===== src/rtl/fetch_pkg.sv =====
// Shared types and defaults for the fetch sequencer: FSM state encoding,
// reset PC and the opcode that marks HLT.
package fetch_pkg;

    typedef enum logic [1:0] {
        FETCH  = 2'd0,
        HOLD   = 2'd1,
        HALTED = 2'd2
    } fetchState_t;

    localparam logic [15:0] RESET_PC_DEFAULT    = 16'h0000;
    localparam logic [3:0]  HALT_OPCODE_DEFAULT = 4'hF;

endpackage


===== src/rtl/add_16bit.sv =====
// Plain ripple-style adder with carry in/out; the fetch sequencer uses it
// for the sequential PC+2 increment.
module add_16bit #(
    parameter int WIDTH = 16
) (
    input  logic [WIDTH-1:0] a,
    input  logic [WIDTH-1:0] b,
    input  logic             cin,
    output logic [WIDTH-1:0] sum,
    output logic             cout
);

    assign {cout, sum} = {1'b0, a} + {1'b0, b} + {{WIDTH{1'b0}}, cin};

endmodule


===== src/rtl/fetch_sequencer.sv =====
// Owns the architectural PC and drives a multi-cycle instruction memory,
// presenting fetched instructions to the IF/ID boundary with stall, redirect and HLT handling.
module fetch_sequencer
    import fetch_pkg::*;
#(
    parameter int               WIDTH       = 16,
    parameter logic [WIDTH-1:0] RESET_PC    = WIDTH'(RESET_PC_DEFAULT),
    parameter logic [3:0]       HALT_OPCODE = HALT_OPCODE_DEFAULT
) (
    input  logic             clk,
    input  logic             rst_n,
    input  logic             stall,
    input  logic             redirect,
    input  logic [WIDTH-1:0] redirect_pc,
    output logic             imem_req,
    output logic [WIDTH-1:0] imem_addr,
    input  logic             imem_ack,
    input  logic [WIDTH-1:0] imem_data,
    output logic [WIDTH-1:0] instr,
    output logic [WIDTH-1:0] instr_pc,
    output logic [WIDTH-1:0] pc_plus2,
    output logic             instr_valid,
    output logic             halted,
    output logic [1:0]       dbgState
);

    fetchState_t      state, stateNext;
    logic [WIDTH-1:0] pc, pcNext;
    logic [WIDTH-1:0] pcInc;
    logic             pend, pendNext;
    logic [WIDTH-1:0] pendPc, pendPcNext;
    logic [WIDTH-1:0] skid, skidNext;
    logic [WIDTH-1:0] skidPc, skidPcNext;
    logic [WIDTH-1:0] instrNext, instrPcNext, pcPlus2Next;
    logic             validNext;
    logic             consumed, slotFree;
    logic             unusedCout;

    function automatic logic isHalt(input logic [WIDTH-1:0] word);
        return word[WIDTH-1 -: 4] == HALT_OPCODE;
    endfunction

    add_16bit #(.WIDTH(WIDTH)) pcAdder (
        .a    (pc),
        .b    (WIDTH'(2)),
        .cin  (1'b0),
        .sum  (pcInc),
        .cout (unusedCout)
    );

    // Memory handshake: imem_req stays high with imem_addr frozen (pc only moves
    // on the ack edge) until imem_ack is sampled; the request is never withdrawn
    // except by reset, which drops it asynchronously.
    assign imem_req  = rst_n && (state == FETCH);
    assign imem_addr = pc;
    assign halted    = (state == HALTED);
    assign dbgState  = state;

    assign consumed = instr_valid && !stall;
    assign slotFree = !instr_valid || !stall;

    always_comb begin
        stateNext   = state;
        pcNext      = pc;
        pendNext    = pend;
        pendPcNext  = pendPc;
        skidNext    = skid;
        skidPcNext  = skidPc;
        instrNext   = instr;
        instrPcNext = instr_pc;
        pcPlus2Next = pc_plus2;
        validNext   = instr_valid;

        case (state)
            FETCH: begin
                if (consumed) validNext = 1'b0;
                if (imem_ack) begin
                    if (redirect || pend) begin
                        // Data belongs to the squashed path; a live redirect is younger than pend.
                        pcNext   = redirect ? redirect_pc : pendPc;
                        pendNext = 1'b0;
                        if (redirect) validNext = 1'b0;
                    end else if (slotFree) begin
                        instrNext   = imem_data;
                        instrPcNext = pc;
                        pcPlus2Next = pcInc;
                        validNext   = 1'b1;
                        pcNext      = pcInc;
                        if (isHalt(imem_data)) stateNext = HALTED;
                    end else begin
                        skidNext   = imem_data;
                        skidPcNext = pc;
                        pcNext     = pcInc;
                        stateNext  = HOLD;
                    end
                end else if (redirect) begin
                    pendNext   = 1'b1;
                    pendPcNext = redirect_pc;
                    validNext  = 1'b0;
                end
            end
            HOLD: begin
                if (redirect) begin
                    validNext = 1'b0;
                    pcNext    = redirect_pc;
                    stateNext = FETCH;
                end else if (!stall) begin
                    // pc already advanced past the skid entry, so it is the entry's PC+2.
                    instrNext   = skid;
                    instrPcNext = skidPc;
                    pcPlus2Next = pc;
                    validNext   = 1'b1;
                    stateNext   = isHalt(skid) ? HALTED : FETCH;
                end
            end
            HALTED: begin
                if (redirect) begin
                    validNext = 1'b0;
                    pcNext    = redirect_pc;
                    stateNext = FETCH;
                end else if (consumed) begin
                    validNext = 1'b0;
                end
            end
            default: stateNext = FETCH;
        endcase
    end

    always_ff @(posedge clk or negedge rst_n) begin
        if (!rst_n) begin
            state       <= FETCH;
            pc          <= RESET_PC;
            pend        <= 1'b0;
            pendPc      <= '0;
            skid        <= '0;
            skidPc      <= '0;
            instr       <= '0;
            instr_pc    <= '0;
            pc_plus2    <= '0;
            instr_valid <= 1'b0;
        end else begin
            state       <= stateNext;
            pc          <= pcNext;
            pend        <= pendNext;
            pendPc      <= pendPcNext;
            skid        <= skidNext;
            skidPc      <= skidPcNext;
            instr       <= instrNext;
            instr_pc    <= instrPcNext;
            pc_plus2    <= pcPlus2Next;
            instr_valid <= validNext;
        end
    end

endmodule


===== config.mk =====
export PLATFORM = sky130hd
export DESIGN_NAME = fetch_sequencer
export DESIGN_NICKNAME = d
export VERILOG_FILES = /design/src/rtl/fetch_pkg.sv /design/src/rtl/add_16bit.sv /design/src/rtl/fetch_sequencer.sv
export SDC_FILE = /design/constraint.sdc
export NUM_CORES = 1
export LEC_CHECK = 0
export BUFFER_PORTS_ARGS = -buffer_cell sky130_fd_sc_hd__clkbuf_2
export CAP_MARGIN = 10
export CORE_MARGIN = 2
export CORE_UTILIZATION = 33
export DETAILED_ROUTE_END_ITERATION = 7
export PLACE_DENSITY = 0.6
export SLEW_MARGIN = 20
export SYNTH_ARGS = -nofsm -noshare
export SYNTH_HDL_FRONTEND = slang
export SYNTH_HIERARCHICAL = 1
export SYNTH_SLANG_ARGS = --single-unit
export TNS_END_PERCENT = 10

===== constraint.sdc =====
create_clock -name clk -period 6.6 [get_ports clk]
set_input_delay 0.33 -clock clk [delete_from_list [all_inputs] [get_ports clk]]
set_output_delay 0.33 -clock clk [all_outputs]
set_load 0.005 [all_outputs]

== Word level (Yosys, flattened, before mapping) ==
Index checks and enable logic that the tools add are counted.

* Flip-flop bits (word level): 116
* Bits in latches: 0
* Bits in writable memories: 0
* Bits in read-only memories: 0
* Bits of input ports: 37
* Output and inout port bits: 69
* Logic and storage cells: 90
* Memories kept: 0

* Add/subtract/negate cells: 1
* Multipliers: 0
* Div/mod/pow operators: 0
* Magnitude comparators: 0
* Eq/ne operators: 14
* Shift operators: 0
* Mux-type cells: 43
* Bitwise operators: 3
* Reduce and logical (&&, ||, !) cells: 19

{| class="wikitable"
|+ Operator list
! operator !! count
|-
| two-way mux 16 bit || 19
|-
| one-hot mux 16 bit (2 select lines) || 4
|-
| adder 16 x 2 -> 16 bit (second input constant) || 1
|-
| two-way mux 2 bit || 8
|-
| inequality test 2 bit (second input constant) || 6
|-
| two-way mux 1 bit || 10
|-
| equality test 4 bit (second input constant) || 2
|-
| one-hot mux 2 bit (3 select lines) || 1
|-
| AND reduction 3 bit || 2
|-
| AND reduction 6 bit || 1
|-
| nonzero test 2 bit || 3
|-
| AND reduction 5 bit || 1
|-
| inequality test 2 x 1 -> 1 bit (second input constant) || 2
|-
| AND reduction 2 bit || 2
|-
| AND reduction 4 bit || 1
|-
| inequality test 3 x 2 -> 1 bit (second input constant) || 1
|-
| inequality test 3 bit (second input constant) || 1
|-
| NOT 1 bit || 3
|-
| one-hot mux 1 bit (3 select lines) || 1
|-
| nonzero test 3 bit || 1
|-
| equality test 2 x 1 -> 1 bit (second input constant) || 1
|-
| equality test 2 bit (second input constant) || 1
|-
| logical AND 1 bit || 2
|-
| zero test 1 bit || 2
|-
| 3 further kinds || 4
|}

== Longest topological paths before layout ==
Gate-level depths: netlist of run 1.

* Depth in word-level cells: 7
* Depth in mapped cells: 10
* Gate-level depth less buffers: 9

== Cells and area by module ==
Netlist of run 1, hierarchy kept.

{| class="wikitable"
|+ Modules (own cells, without submodules)
! module !! times used !! cells an instance !! area each (µm²) !! seq. area each (µm²)
|-
| fetch_sequencer || 1 || 394 || 5,431.5 || 2,902.8
|-
| add_16bit || 1 || 118 || 905.9 || 0.0
|}

== Worst setup path before layout of run 1 ==
No wires, ideal clock.

* Path kind: reg-to-reg
* Start: register pc[1] (netlist: imem_addr[1])
* End: register pc_plus2[8]
* Library setup time: 127 ps
* Data arrival time: 2,445 ps
* Data required time: 6,473 ps
* Setup slack: 4,027 ps
* Stages on the path, launching flop included: 8
* Buffers on the path: 0
* Period minus slack after synthesis: 2,573 ps
* Cells stage by stage: dfrtp_1 fa_1 a21o_1 a221o_1 a2111oi_4 a2111oi_2 mux2_2 mux2_1

* Cells in the longest elaborated chain, start to end: 5

{| class="wikitable"
|+ Ends and longest elaborated chain
! element !! RTL line !! text
|-
| start, declared || fetch_sequencer.sv:28 || <nowiki>logic [WIDTH-1:0] pc, pcNext;</nowiki>
|-
| start signal, assigned || fetch_sequencer.sv:143 || <nowiki>pc <= pcNext;</nowiki>
|-
| adder 16 x 2 -> 16 bit || add_16bit.sv:13 || <nowiki>assign {cout, sum} = {1'b0, a} + {1'b0, b} + {{WIDTH{1'b0}}, cin};</nowiki>
|-
| net pcInc[8] || fetch_sequencer.sv:29 || <nowiki>logic [WIDTH-1:0] pcInc;</nowiki>
|-
| two-way mux 16 bit || fetch_sequencer.sv:83 || <nowiki>end else if (slotFree) begin</nowiki>
|-
| two-way mux 16 bit || fetch_sequencer.sv:78 || <nowiki>if (redirect || pend) begin</nowiki>
|-
| two-way mux 16 bit || fetch_sequencer.sv:77 || <nowiki>if (imem_ack) begin</nowiki>
|-
| one-hot mux 16 bit (2 select lines) || fetch_sequencer.sv:74 || <nowiki>case (state)</nowiki>
|-
| end signal, assigned || fetch_sequencer.sv:150 || <nowiki>pc_plus2 <= pcPlus2Next;</nowiki>
|-
| end, declared || fetch_sequencer.sv:21 || <nowiki>output logic [WIDTH-1:0] pc_plus2,</nowiki>
|}

The timed path passes the listed nets, and every way through them passes these cells. The select of a mux whose other input is x is not followed.
A chain may end at the register's enable or synchronous reset.

== Worst setup path after layout of run 1 ==
* Start: register pend
* End: register instr_pc[7]

* Cells in the longest elaborated chain, start to end: 3

{| class="wikitable"
|+ Ends and longest elaborated chain
! element !! RTL line !! text
|-
| start, declared || fetch_sequencer.sv:30 || <nowiki>logic pend, pendNext;</nowiki>
|-
| start signal, assigned || fetch_sequencer.sv:144 || <nowiki>pend <= pendNext;</nowiki>
|-
| logical OR 1 bit || fetch_sequencer.sv:78 ||
|-
| inequality test 2 bit (no source line) || n/a ||
|-
| AND reduction 6 bit (no source line) || n/a ||
|-
| end signal, assigned || fetch_sequencer.sv:149 || <nowiki>instr_pc <= instrPcNext;</nowiki>
|-
| end, declared || fetch_sequencer.sv:20 || <nowiki>output logic [WIDTH-1:0] instr_pc,</nowiki>
|}

No other way between the ends.

==> results.tsv, run 1 <==
metric	value	unit
Leak Pwr	3.581	nW
Buf/Inv on CP	1	
yosys warns	6	
Resized Gates After CTS	0	
Sink Count	116	
Initial Util	33.71	%
r2r startpoint	pend	
drt drc	0	
core area	0.01871	mm2
Critical Path Max Stage Delay	0.77	ns
Vias	4470	
HP Class	primary input to register	
fillers	1771	
initial antenna violation count	0	
I/O Buffers	105	
Clock Skew	0.007089	ns
global-route wire length before repair	25330	um
Final Max Slew Viols	0	
vias in the first global route	4787	
Num CTS Buffers	17	
CP Max Fanout	27	
Top delay family on crit path	flip-flops	
Hold Startpoint	imem_data[9]	
CTS clk-pin slew, worst paths	0.06	ns
CP Launch Type	register	
fmax	317.7	MHz
Reg2Reg Depth	5	
outcome	complete, no violations	
slowest stage cell, crit path	dfrtp_1	
CTS root buf	clkbuf_16	
total track usage	15.99	%
worst skew pair latency	0.41	ns
crit-path cells	nand3b_4 -> or3_1 -> a21oi_4 -> buf_4 -> mux2_2	
Slew @ Worst Pin	1.062	ns
final hold slack	0.1647	ns
crit path time final	3.148	ns
Worst EP required	6.89	ns
Post-Syn Instances	507	
final period utilization	47.69	%
synthesis-to-finish area growth	22.20	%
Rows	50	
FF-to-FF setup slack	3.45	ns
setup_tns	0	ns
peak supply drop	209.3	uV
grt ovf	0	
RSZ-0062 raised after global routing	no	
hpwl dp	10750	um
CTS tree	yes	
ratio of cells with drive above 1 in the final layout	43.66	%
TritonRoute pass-1 iters	4	
Critical Path AT	3.44	ns
Nets	684	
reg2reg end	instr_pc[7]	
ANT cells	0	
average wire per standard cell	17.63	um
CTS Buffer Depth	2	
Die Ht	142.2	um
Worst Hold Depth	2	
Post CTS Setup Buffer Count	0	
1st-iter DRT viols	158	
largest net degree at the start of global routing	76	
final hold vios	0	
Max Cap Viol	0	
Routed Wire Length	15390	um
synthesized area per cell	12.44	um2
max_slew headroom	29.18	%
ANT nets after route	0	
H-tree level count	4	
vias per inst	5.120	
cell area after synthesis	0.006306	mm2
Worst Hold End	skid[9]	
routability cong.	0.9142	
Finish-stage setup viols	0	
Die X	142.2	um
Setup CP Type	register to register	
Top Ports	106	
DIE AREA	0.02023	mm2
pwr dens	501.7	mW/mm2
CP endpoint kind	register	
# hold bufs at CTS	1	
worst max path at each step:
| stage | from | end | slack (ns) | depth (start not counted) |
|---|---|---|---|---|
| finish | pend | instr_pc[7] | 3.45 | 5 |
| global route | pend | instr_pc[7] | 3.26 | 5 |
| CTS | pend | instr_pc[7] | 3.40 | 5 |
| detailed placement | pend | instr_pc[8] | 3.42 | 5 |
| global placement | pend | instr_pc[8] | 3.48 | 5 |
| floorplan | imem_addr[1] | pc_plus2[8] | 4.03 | 7 |
stage by stage:
stage / util (%) / cell area (um2) / power, mW / setup slack (ns) / std cells
global placement: 37.83 / 7077 / 2.888 / 3.484 / 839
finish: 41.20 / 7706 / 3.866 / 3.452 / 873
global route: 41.20 / 7706 / 4.149 / 3.264 / 873
floorplan: - / 6366 / 2.414 / 4.027 / 523
CTS: 41.05 / 7679 / 3.901 / 3.403 / 872
detailed placement: 37.83 / 7077 / 2.948 / 3.419 / 839
report_power, final:
| group | switching, mW | total, mW | internal, mW |
|---|---|---|---|
| registers | 0.265 | 1.30 | 1.04 |
| logic | 0.778 | 1.64 | 0.862 |
| clock network | 0.332 | 0.922 | 0.590 |
| total | 1.38 | 3.87 | 2.49 |
layer usage:
metal  vias to the layer above  part of all wire (%)  global-route usage [%]
li1                       2108                     -                       -
met1                      2236                    46                   20.61
met2                       114                    48                   26.01
met3                        12                   5.5                   4.980
met4                         0                  0.83                   4.474
met5                         -                     0                       0
state kept, by name, indices dropped and copies added (netlist names):
signal	cells
dbgState	2
imem_addr	16
instr	16
instr_pc	16
instr_valid	1
pc_plus2	16
pend	1
pendPc	16
skid	16
skidPc	16
cells in the final DEF, fill, tap and decap left out, types with 3 or more instances in the layout:
master and instances:
mux2_1 20, nand4_1 5, clkbuf_2 104, a21o_1 5, clkbuf_16 17, bufinv_16 3
buf_4 6, conb_1 18, dfrtp_1 116, and3_1 7, nor3_1 4, clkinv_2 5
mux2i_1 17, a211o_1 3, inv_1 8, nand2_1 25, mux2_2 125, a211oi_1 6
xnor2_1 7, nor2_1 9, o21ai_0 22, a22o_1 15, clkinvlp_4 4, a21oi_1 17
ha_1 18
worst reg2reg max path: stages (launching register included):
cell	delay (ns)
dfrtp_1	0.77
nand3b_4	0.36
or3_1	0.38
a21oi_4	0.64
buf_4	0.48
mux2_2	0.41
cell type report:
class / instances / area [um2] / area share, %
clock buffer: 18 / 429.2 / 5.569
clock inverter: 14 / 162.7 / 2.111
inverter: 8 / 30.03 / 0.3897
multi-input combinational: 371 / 3286 / 42.64
sequential: 116 / 2903 / 37.67
tap: 234 / 292.8 / 3.799
timing repair buffer: 112 / 603.1 / 7.826
Power figures use the tool's default switching activity.
==> inputs of run 2 (changes only) <==
PLACE_DENSITY = 0.61   (was 0.6)
clock period = 2.6 ns   (was 6.6 ns; I/O delays follow)
==> results.tsv, run 2 (same netlist as run 1, synthesis figures left out) <==
metric	value	unit	change
CP Max Fanout	2		-93%
vias per inst	5.080		-0.79%
peak supply drop	547.9	uV	+160%
post-route worst setup slack	0.1006	ns	-3.352 ns
final period utilization	96.13	%	+48 points
most common cell after layout, fill and taps aside	mux2_2		
Leak Pwr	3.890	nW	+8.6%
Inst Count DP	865		+3.1%
slowest stage cell, crit path	dfrtp_1		
Initial Util	33.71	%	unchanged
Post CTS Setup Buffer Count	0		unchanged
synthesis-to-finish area growth	32.26	%	
core area	0.01871	mm2	unchanged
final cell count without fillers	930		+6.5%
initial antenna violation count	0		unchanged
Vias	4724		+5.7%
Finish-stage setup viols	0		unchanged
max_slew headroom	63.08	%	+34 points
Critical Path AT	2.79	ns	-0.65 ns
HP Class	primary input to register		
routability cong.	0.8592		-6.0%
CTS tree	yes		
Num CTS Buffers	17		unchanged
crit path time final	2.499	ns	-0.6483 ns
Buf/Inv on CP	0		-1
final hold vios	0		unchanged
Routed Wire Length	16020	um	+4.1%
CP Launch Type	register		
largest net degree at the start of global routing	61		-20%
average wire per standard cell	17.22	um	-2.3%
crit-path cells	fa_2 -> a21o_1 -> a221o_1 -> a2111oi_4 -> a2111oi_2 -> mux2_2 -> mux2_1		
Setup CP Type	register to register		
fmax	400.1	MHz	+26%
Comb pwr share	44.9	%	+2.5 points
Rows	50		unchanged
Sink Count	116		unchanged
drt drc	0		unchanged
vias in the first global route	4890		+2.2%
1st-iter DRT viols	172		+8.9%
P_sw	3.553	mW	+160%
Slew @ Worst Pin	0.5538	ns	-0.5085 ns
Die Ht	142.2	um	unchanged
Final Max Slew Viols	0		unchanged
most frequent cells in the layout	125 x mux2_2, 116 x dfrtp_1, 104 x clkbuf_2, 33 x dlygate4sd3_1, 27 x buf_4		
Nets	741		+8.3%
CTS root buf	clkbuf_16		
Critical Path Max Stage Delay	0.40	ns	-0.37 ns
fin util	44.59	%	+3.4 points
Clock Skew	0.005916	ns	-0.001173 ns
I/O Buffers	105		unchanged
total power	10.41	mW	+170%
ANT nets after route	0		unchanged
CTS clk-pin slew, worst paths	0.05	ns	about the same
CTS Buffer Depth	2		unchanged
outcome	complete, no violations		
Flop pwr share	30.4	%	-3.3 points
final hold slack	0.02102	ns	-0.1437 ns
grt ovf	0		unchanged
Internal	6.853	mW	+180%
TritonRoute pass-1 iters	5		+1
ANT cells	0		unchanged
Clk pwr share	24.7	%	+0.9 points
switching power share of the total	34.14	%	-1.4 points
Setup Slack @ Placement	-0.003511	ns	-3.423 ns
H-tree level count	4		unchanged
Worst EP required	2.89	ns	-4.00 ns
ratio of cells with drive above 1 in the final layout	44.25	%	+0.59 points
DIE AREA	0.02023	mm2	unchanged
hpwl dp	11130	um	+3.6%
Max Cap Viol	0		unchanged
CP endpoint kind	register		
Top Ports	106		unchanged
total track usage	16.53	%	+0.54 points
worst skew pair latency	0.42	ns	about the same
global-route wire length before repair	25940	um	+2.4%
pwr dens	1248	mW/mm2	+150%
Die X	142.2	um	unchanged
Top delay family on crit path	compound AO/OA/AOI/OAI gates		
RSZ-0062 raised after global routing	yes		
run 2: worst reg2reg max path, delay by kind of cell, from the launching register on:
kind | cells | cell delay, ns
mux | 2 | 0.57
compound gates | 4 | 1.05
flops | 1 | 0.40
fa+ha+maj | 1 | 0.38
run 2: area by class of cell:
| cell class | instances | area, um2 |
|---|---|---|
| Fill cell | 1712 | 10360 |
| Timing Repair Buffer | 169 | 1154 |
| Multi-Input combinational cell | 371 | 3319 |
| Tap cell | 234 | 292.8 |
| Clock buffer | 23 | 467.9 |
| Clock inverter | 9 | 173.9 |
| Inverter | 8 | 30.03 |
| Sequential cell | 116 | 2903 |
run 2: final timing paths:
path | to | cells after the start | slack, ns | startpoint
worst max-delay path | pc_plus2[8] | 7 | 0.10 | imem_addr[1]
worst max register to register | pc_plus2[8] | 7 | 0.10 | imem_addr[1]
min in group asynchronous | pendPc[5] | 2 | 0.21 | rst_n
max in group asynchronous | instr_pc[3] | 3 | 1.63 | rst_n
worst min register to register | pc_plus2[12] | 1 | 0.48 | pc_plus2[12]
worst min-delay path | pendPc[1] | 2 | 0.02 | redirect_pc[1]
run 2: through the flow:
stage	setup TNS, ns	area (um2)
6_report	0	8341
5_1_grt	-0.001007	8341
4_1_cts	-0.006475	8313
3_5_place_dp	-0.003511	7335
3_3_place_gp	0	7335
2_1_floorplan	0	6366
run 2: per-layer routing:
layer	global-route usage, %	wire [um]
met2	26.95	7679
met5	0	0
met4	7.368	371
met1	21.41	7399
met3	3.129	568
run 2: repair_timing:
item                                    in CTS  in global routing
endpoints found under the setup margin       2                  9
hold endpoints to repair                    60                  0
hold buffers                                33                  0
gates resized for setup                      1                  6
cloned                                       0                  0
pin swaps                                    0                  2
run 2: power by group through the flow:
stage	clock, mW	combinational (mW)	sequential, mW
2_1_floorplan	0	2.99	3.14
3_3_place_gp	0	4.47	3.15
3_5_place_dp	0	4.56	3.19
4_1_cts	2.63	4.63	3.17
5_1_grt	2.71	5.14	3.29
6_report	2.57	4.68	3.16
